--- config.mk ---
export PLATFORM = sky130hd
export DESIGN_NAME = seven_seg_capture
export DESIGN_NICKNAME = d
export VERILOG_FILES = /design/src/rtl/seven_seg_capture.sv
export SDC_FILE = /design/constraint.sdc
export NUM_CORES = 1
export LEC_CHECK = 0
export ABC_CLOCK_PERIOD_IN_PS = 3750
export CAP_MARGIN = 10
export CORE_ASPECT_RATIO = 1.75
export CORE_MARGIN = 2
export CORE_UTILIZATION = 45
export CTS_CLUSTER_SIZE = 12
export DETAILED_ROUTE_END_ITERATION = 16
export PLACE_DENSITY = 0.76
export SLEW_MARGIN = 40
export SYNTH_ARGS = -nofsm -noshare
export SYNTH_HDL_FRONTEND = slang
export SYNTH_SLANG_ARGS = --single-unit
--- constraint.sdc ---
create_clock -name clock -period 3.75 [get_ports clock]
set_clock_uncertainty 0.2 [all_clocks]
set_input_delay 0.75 -clock clock [delete_from_list [all_inputs] [get_ports clock]]
set_output_delay 0.75 -clock clock [all_outputs]
set_load 0.02 [all_outputs]
--- src/rtl/seven_seg_capture.sv ---
// seven_seg_capture: samples a scanned active-low 7-segment bus, waits for a
// stable dwell on each single-anode digit, decodes the glyph back to a hex
// nibble and keeps the eight recovered digits with valid/error flags.
// Optional macro SEG_CAPTURE_TIMEOUT_EN builds the stale-scan watchdog.
module seven_seg_capture #(
  parameter int STABLE_CYCLES = 4,
  parameter int TIMEOUT       = 1000000
) (
  input  logic        clock,
  input  logic        reset,
  input  logic [6:0]  segments,
  input  logic [7:0]  anodos,
  output logic [31:0] digits,
  output logic [7:0]  digit_valid,
  output logic [7:0]  digit_err,
  output logic        overlap,
  output logic        frame_done,
  output logic        stale
);
  localparam int SW = $clog2(STABLE_CYCLES + 1);
  localparam logic [SW-1:0] STAB_MAX = SW'(STABLE_CYCLES);

  logic [6:0]    r_pat;
  logic [7:0]    r_sel;
  logic [6:0]    r_last_pat;
  logic [7:0]    r_last_sel;
  logic [SW-1:0] r_stab;
  logic          r_committed;
  logic [31:0]   r_digits;
  logic [7:0]    r_valid, r_err, r_seen;
  logic          r_overlap, r_frame;

  logic          w_single, w_multi, w_same, w_commit, w_expire;
  logic [SW-1:0] w_stab_nxt;
  logic [2:0]    w_idx;
  logic [3:0]    w_nib;
  logic          w_legal;
  logic [7:0]    w_seen_nxt;

  // register the bus once and flip it to active-high
  always_ff @(posedge clock or negedge reset) begin
    if (!reset) begin
      r_pat <= '0;
      r_sel <= '0;
    end else begin
      r_pat <= ~segments;
      r_sel <= ~anodos;
    end
  end

  // classify the registered sample and work out the next dwell count
  always_comb begin
    w_single   = (r_sel != 8'h00) && ((r_sel & (r_sel - 8'h01)) == 8'h00);
    w_multi    = (r_sel != 8'h00) && !w_single;
    w_same     = w_single && (r_sel == r_last_sel) && (r_pat == r_last_pat);
    w_stab_nxt = w_same ? ((r_stab == STAB_MAX) ? r_stab : r_stab + SW'(1))
                        : (w_single ? SW'(1) : SW'(0));
    // a saturated dwell that already committed must not commit again
    w_commit   = (w_stab_nxt == STAB_MAX) && !(w_same && r_committed);
  end

  // one-hot anode to digit index
  always_comb begin
    w_idx = '0;
    for (int i = 0; i < 8; i++)
      if (r_sel[i]) w_idx = 3'(i);
  end

  // glyph decode, abcdefg active-high
  always_comb begin
    w_legal = 1'b1;
    w_nib   = 4'h0;
    case (r_pat)
      7'b1111110: w_nib = 4'h0;
      7'b0110000: w_nib = 4'h1;
      7'b1101101: w_nib = 4'h2;
      7'b1111001: w_nib = 4'h3;
      7'b0110011: w_nib = 4'h4;
      7'b1011011: w_nib = 4'h5;
      7'b1011111: w_nib = 4'h6;
      7'b1110000: w_nib = 4'h7;
      7'b1111111: w_nib = 4'h8;
      7'b1111011: w_nib = 4'h9;
      7'b1110111: w_nib = 4'hA;
      7'b0011111: w_nib = 4'hB;
      7'b1001110: w_nib = 4'hC;
      7'b0111101: w_nib = 4'hD;
      7'b1001111: w_nib = 4'hE;
      7'b1000111: w_nib = 4'hF;
      default:    w_legal = 1'b0;
    endcase
    w_seen_nxt = r_seen | (8'h01 << w_idx);
  end

  // dwell tracker: remember the current candidate and how long it has held
  always_ff @(posedge clock or negedge reset) begin
    if (!reset) begin
      r_last_pat  <= '0;
      r_last_sel  <= '0;
      r_stab      <= '0;
      r_committed <= 1'b0;
    end else begin
      r_stab <= w_stab_nxt;
      if (w_same) begin
        r_committed <= r_committed | w_commit;
      end else begin
        r_last_pat  <= r_pat;
        r_last_sel  <= r_sel;
        r_committed <= 1'b0;
      end
    end
  end

  // digit store, frame tracking and overlap pulse
  always_ff @(posedge clock or negedge reset) begin
    if (!reset) begin
      r_digits  <= '0;
      r_valid   <= '0;
      r_err     <= '0;
      r_seen    <= '0;
      r_overlap <= 1'b0;
      r_frame   <= 1'b0;
    end else begin
      r_overlap <= w_multi;
      r_frame   <= 1'b0;
      if (w_commit) begin
        if (w_legal) begin
          r_digits[{w_idx, 2'b00} +: 4] <= w_nib;
          r_valid[w_idx] <= 1'b1;
          r_err[w_idx]   <= 1'b0;
        end else if (r_pat == 7'b0000000) begin
          r_digits[{w_idx, 2'b00} +: 4] <= 4'h0;
          r_valid[w_idx] <= 1'b0;
          r_err[w_idx]   <= 1'b0;
        end else begin
          r_valid[w_idx] <= 1'b0;
          r_err[w_idx]   <= 1'b1;
        end
        if (w_seen_nxt == 8'hFF) begin
          r_frame <= 1'b1;
          r_seen  <= '0;
        end else begin
          r_seen  <= w_seen_nxt;
        end
      end else if (w_expire) begin
        // a stalled scan invalidates the digits but keeps their values
        r_valid <= '0;
        r_seen  <= '0;
      end
    end
  end

`ifdef SEG_CAPTURE_TIMEOUT_EN
  localparam int TW = $clog2(TIMEOUT + 1);
  logic [TW-1:0] r_idle;
  logic          r_stale;

  // expiry fires once, on the cycle the idle count reaches TIMEOUT
  assign w_expire = !w_commit && (r_idle == TW'(TIMEOUT - 1));

  // idle watchdog; a commit always beats expiry
  always_ff @(posedge clock or negedge reset) begin
    if (!reset) begin
      r_idle  <= '0;
      r_stale <= 1'b0;
    end else if (w_commit) begin
      r_idle  <= '0;
      r_stale <= 1'b0;
    end else if (r_idle != TW'(TIMEOUT)) begin
      r_idle <= r_idle + TW'(1);
      if (w_expire) r_stale <= 1'b1;
    end
  end
  assign stale = r_stale;
`else
  logic w_unused_timeout;
  assign w_unused_timeout = |32'(TIMEOUT);
  assign w_expire = 1'b0;
  assign stale    = 1'b0;
`endif

  assign digits      = r_digits;
  assign digit_valid = r_valid;
  assign digit_err   = r_err;
  assign overlap     = r_overlap;
  assign frame_done  = r_frame;
endmodule

==> impl_metrics.prom <==
# TYPE chip_impl_metric gauge
chip_impl_metric{name="synthesis.instances",unit=""} 403
chip_impl_info{name="crit_path_start_kind",value="flop"} 1
chip_impl_metric{name="layout-drive-gt1-share",unit="%"} 14.2
chip_impl_metric{name="cts_num_sinks",unit=""} 92
chip_impl_metric{name="fillCellCount",unit=""} 847
chip_impl_info{name="synth_top_family_by_area",value="simple AND/OR/NAND/NOR gates"} 1
chip_impl_metric{name="wl_met1",unit="um"} 3740
chip_impl_info{name="cp_cell_sequence",value="nor2_1 -> o31ai_1 -> inv_1 -> ha_1 -> ha_1 -> nor3_2 -> nand4b_4 -> mux2_4"} 1
chip_impl_metric{name="finalNonFillerCells",unit=""} 579
chip_impl_metric{name="floorplan.core_area",unit="mm^2"} 0.0101
chip_impl_metric{name="dp_cells",unit=""} 565
chip_impl_metric{name="max-vdd-ir-drop",unit="V"} 0.000267
chip_impl_info{name="worst_path_most_repeated_cell",value="ha_1"} 1
chip_impl_metric{name="timing.max_cap.violations",unit=""} 0
chip_impl_metric{name="ant_nets",unit=""} 0
chip_impl_metric{name="ys.warnings.count",unit=""} 0
chip_impl_metric{name="fin_crit",unit="ns"} 3.22
chip_impl_metric{name="layout_setup_ws",unit="ns"} 0.526
chip_impl_metric{name="htree_num_levels",unit=""} 3
chip_impl_metric{name="finalSetupTns",unit="ns"} 0
chip_impl_metric{name="finalCoreUtilization",unit="%"} 55.5
chip_impl_metric{name="worst_slew_margin_relative_to_its_limit",unit="%"} 54.2
chip_impl_info{name="timing.setup.critical_path_class",value="flop to flop"} 1
chip_impl_info{name="cts_root_buf",value="clkbuf_16"} 1
chip_impl_metric{name="synth_cell_area",unit="mm^2"} 0.00462
chip_impl_metric{name="antenna_cells",unit=""} 0
chip_impl_info{name="synth_ff_type",value="dfrtp_1"} 1
chip_impl_metric{name="nNetsFinal",unit=""} 474
chip_impl_metric{name="detailroute.wirelength.met2",unit="um"} 5590
chip_impl_metric{name="routed_wire_length",unit="um"} 9900
chip_impl_metric{name="wl_met3",unit="um"} 314
chip_impl_metric{name="timing_max_transition_violations_final",unit=""} 0
chip_impl_metric{name="finalHoldViolCount",unit=""} 0
chip_impl_metric{name="io_pins",unit=""} 68
chip_impl_info{name="grt_setup_unrepaired",value="no"} 1
chip_impl_metric{name="globalRouteOverflowTotal",unit=""} 0
chip_impl_metric{name="synth.avg_cell_area",unit="um^2"} 11.5
chip_impl_metric{name="pwr_density_cell",unit="mW/mm^2"} 370
chip_impl_info{name="rr_startpoint",value="r_sel[2]"} 1
chip_impl_metric{name="crit_fanout",unit=""} 12
chip_impl_info{name="topRoutingLayerUsed",value="met4"} 1
chip_impl_metric{name="antenna_found_initial",unit=""} 0
chip_impl_metric{name="numPortBuffers",unit=""} 66
chip_impl_metric{name="cp_arrival",unit="ns"} 3.24
chip_impl_metric{name="worst_slack_at_placement",unit="ns"} 0.563
chip_impl_metric{name="floorplan.die.width",unit="um"} 80.6
chip_impl_metric{name="worstRegToRegCells",unit=""} 8
chip_impl_metric{name="synth-simple-area-share",unit="%"} 16.4
chip_impl_metric{name="vias",unit=""} 3189
chip_impl_metric{name="gpl.final_weighted_congestion",unit=""} 0.858
chip_impl_metric{name="cts_inserted_buffers",unit=""} 9
chip_impl_metric{name="clock_tree.buffer_depth",unit=""} 2
chip_impl_metric{name="first_global_vias",unit=""} 3349
chip_impl_metric{name="worst-endpoint-required",unit="ns"} 3.77
chip_impl_info{name="cts_tree",value="built"} 1
chip_impl_metric{name="route.detailed.vias_per_inst",unit=""} 5.51
chip_impl_metric{name="hpwl",unit="um"} 7360
chip_impl_metric{name="p_leak",unit="nW"} 2.62
chip_impl_metric{name="fraction_of_synthesized_cell_area_in_xor_and_xnor_cells",unit="%"} 3.22
chip_impl_metric{name="latest_clock_arrival_within_the_worst_skew_pair",unit="ns"} 0.33
chip_impl_metric{name="initial_core_util",unit="%"} 45.7
chip_impl_metric{name="fmaxAchievable",unit="GHz"} 0.310
chip_impl_metric{name="dieArea",unit="mm^2"} 0.0111
chip_impl_info{name="worstHoldPathType",value="primary input to async pin"} 1
chip_impl_metric{name="synth_enable_flop_cells",unit=""} 0
chip_impl_info{name="rr_endpoint",value="digits[9]"} 1
chip_impl_metric{name="grt_pass1_wl",unit="um"} 16400
chip_impl_metric{name="postSynthRegisterBits",unit=""} 92
chip_impl_metric{name="cp_slowest_stage_delay",unit="ns"} 0.55
chip_impl_metric{name="synth_cell_types",unit=""} 62
chip_impl_metric{name="hold_slack",unit="ns"} 0.229
chip_impl_metric{name="synth_compound_area_share",unit="%"} 10.6
chip_impl_info{name="outcome",value="finished, final reports clean"} 1
chip_impl_metric{name="asyncSetResetFlopFracSynth",unit="%"} 100
chip_impl_metric{name="synth_fa_ha_area_share",unit="%"} 2.41
chip_impl_metric{name="grt_max_degree",unit=""} 77
chip_impl_metric{name="layout_worst_path_cycle_share",unit="%"} 86.0
chip_impl_metric{name="areaGrowthSynthToFinish",unit="%"} 21.4
chip_impl_metric{name="synth.mux.area_fraction",unit="%"} 10.1
chip_impl_metric{name="post_cts_buffers",unit=""} 0
chip_impl_metric{name="postCtsResizedCells",unit=""} 0
chip_impl_metric{name="global_route.usage.total",unit="%"} 19.0
chip_impl_metric{name="path_clk_slew",unit="ns"} 0.06
chip_impl_metric{name="syn-num-nets",unit=""} 428
chip_impl_metric{name="initial_drt_markers",unit=""} 236
chip_impl_metric{name="setup.reg_to_reg.worst_slack",unit="ns"} 0.53
chip_impl_metric{name="final-setup-viol-count",unit=""} 0
chip_impl_metric{name="die_ht",unit="um"} 138
chip_impl_metric{name="postCtsHoldBufs",unit=""} 0
chip_impl_metric{name="rows",unit=""} 49
chip_impl_metric{name="worst_slew_pin_slew",unit="ns"} 0.688
chip_impl_metric{name="drc",unit=""} 0
chip_impl_info{name="timing.critical_path.to_type",value="flop"} 1
chip_impl_metric{name="ys_seq_area_share",unit="%"} 49.8
chip_impl_metric{name="count_of_tritonroute_iterations_in_the_first_routing_pass",unit=""} 5
chip_impl_metric{name="routed_wirelength_normalized_by_instance_count",unit="um"} 17.1
chip_impl_info{name="crit_path_top_delay_cell",value="nor3_2"} 1
-- power breakdown --
group	switching [mW]	internal [mW]
clock	0.338	0.544
combinational	0.0957	0.0612
sequential	0.0283	1.01
-- cell usage after synthesis (3+ instances only) --
cell	instances	share of area (%)
a211oi_1	5	0.81
a21o_1	3	0.49
a21oi_1	14	1.5
a31oi_1	6	0.81
and3_1	7	0.95
buf_2	16	1.7
buf_6	5	1.2
clkbuf_1	21	1.7
dfrtp_1	92	50
ha_1	8	2.2
inv_1	29	2.4
mux2_1	22	5.4
mux2_2	8	1.9
mux2_4	8	2.6
nand2_1	10	0.81
nand2b_1	4	0.54
nand3_1	11	1.2
nand3b_1	6	0.97
nand4_1	5	0.68
nand4b_4	3	1.5
nor2_1	19	1.5
nor2b_1	4	0.54
nor3_1	5	0.54
nor3_2	3	0.65
nor3b_1	3	0.49
nor4_1	4	0.54
nor4b_1	3	0.57
o211ai_1	3	0.49
o21ai_0	11	1.2
o22ai_1	5	0.68
o2bb2ai_1	7	1.3
xor2_1	16	3.0
-- layout by cell type (no fill, tap or decap), types with 5 or more instances in the layout --
| cell | count |
|---|---|
| nand4_1 | 5 |
| a21oi_1 | 14 |
| nor3_1 | 5 |
| ha_1 | 8 |
| a211oi_1 | 5 |
| nand3_1 | 11 |
| nand3b_1 | 6 |
| nor2_1 | 19 |
| o21ai_0 | 11 |
| nand2_1 | 10 |
| dfrtp_1 | 92 |
| mux2_2 | 8 |
| buf_4 | 12 |
| xor2_1 | 16 |
| o2bb2ai_1 | 7 |
| a31oi_1 | 6 |
| mux2_4 | 8 |
| and3_1 | 7 |
| clkbuf_16 | 9 |
| clkdlybuf4s50_1 | 65 |
| mux2_1 | 22 |
| o22ai_1 | 5 |
| inv_1 | 29 |
-- worst max-delay path by stage --
| stage | cells after the start | startpoint | slack (ns) | end |
|---|---|---|---|---|
| 6_report | 8 | r_sel[2] | 0.53 | digits[9] |
| 3_5_place_dp | 8 | r_sel[2] | 0.56 | digits[9] |
| 4_1_cts | 8 | r_sel[2] | 0.55 | digits[9] |
| 2_1_floorplan | 11 | r_sel[6] | 0.65 | digits[9] |
| 3_3_place_gp | 8 | r_pat[3] | 0.68 | digits[7] |
| 5_1_grt | 8 | r_sel[2] | 0.34 | digits[10] |
-- cell type report --
cell class,count,area (um^2),area share (%)
flip-flops and latches,92,2300,41.0
multi-input cells,237,1990,35.5
repair buffers,78,752,13.4
clock buffers,12,256,4.57
well taps,127,159,2.83
inverters,31,116,2.07
clock inverters,2,35.0,0.624
-- logic make-up after synthesis --
| family | count (synthesis) |
|---|---|
| AOI/OAI and AO/OA | 66 |
| xor gates and xnor gates | 17 |
| adders and majority gates | 9 |
| buffers and inverters | 74 |
| DFF | 92 |
| muxes | 39 |
| other | 1 |
| and+or+nand+nor | 105 |
-- per-layer routing --
| metal | vias to the layer above | global-route usage (%) |
|---|---|---|
| met5 | - | 0 |
| li1 | 1486 | - |
| met1 | 1602 | 21.4 |
| met3 | 18 | 3.07 |
| met2 | 83 | 34.1 |
| met4 | 0 | 8.92 |
-- worst max-delay path: cells and delay by family, from the launching register on --
kind                       cells  cell delay (ns)
and+or+nand+nor                3             0.90
adders and majority gates      2             0.58
DFF                            1             0.52
AOI/OAI and AO/OA              1             0.40
muxes                          1             0.35
buffers and inverters          1             0.15
-- per-stage QoR --
| step | instance area, um^2 | power (mW) |
|---|---|---|
| 2_1_floorplan | 4620 | 1.15 |
| 3_3_place_gp | 5320 | 1.21 |
| 3_5_place_dp | 5320 | 1.21 |
| 4_1_cts | 5610 | 2.10 |
| 5_1_grt | 5610 | 2.16 |
| 6_report | 5610 | 2.08 |
No activity file was read; power rests on OpenSTA's default activity.
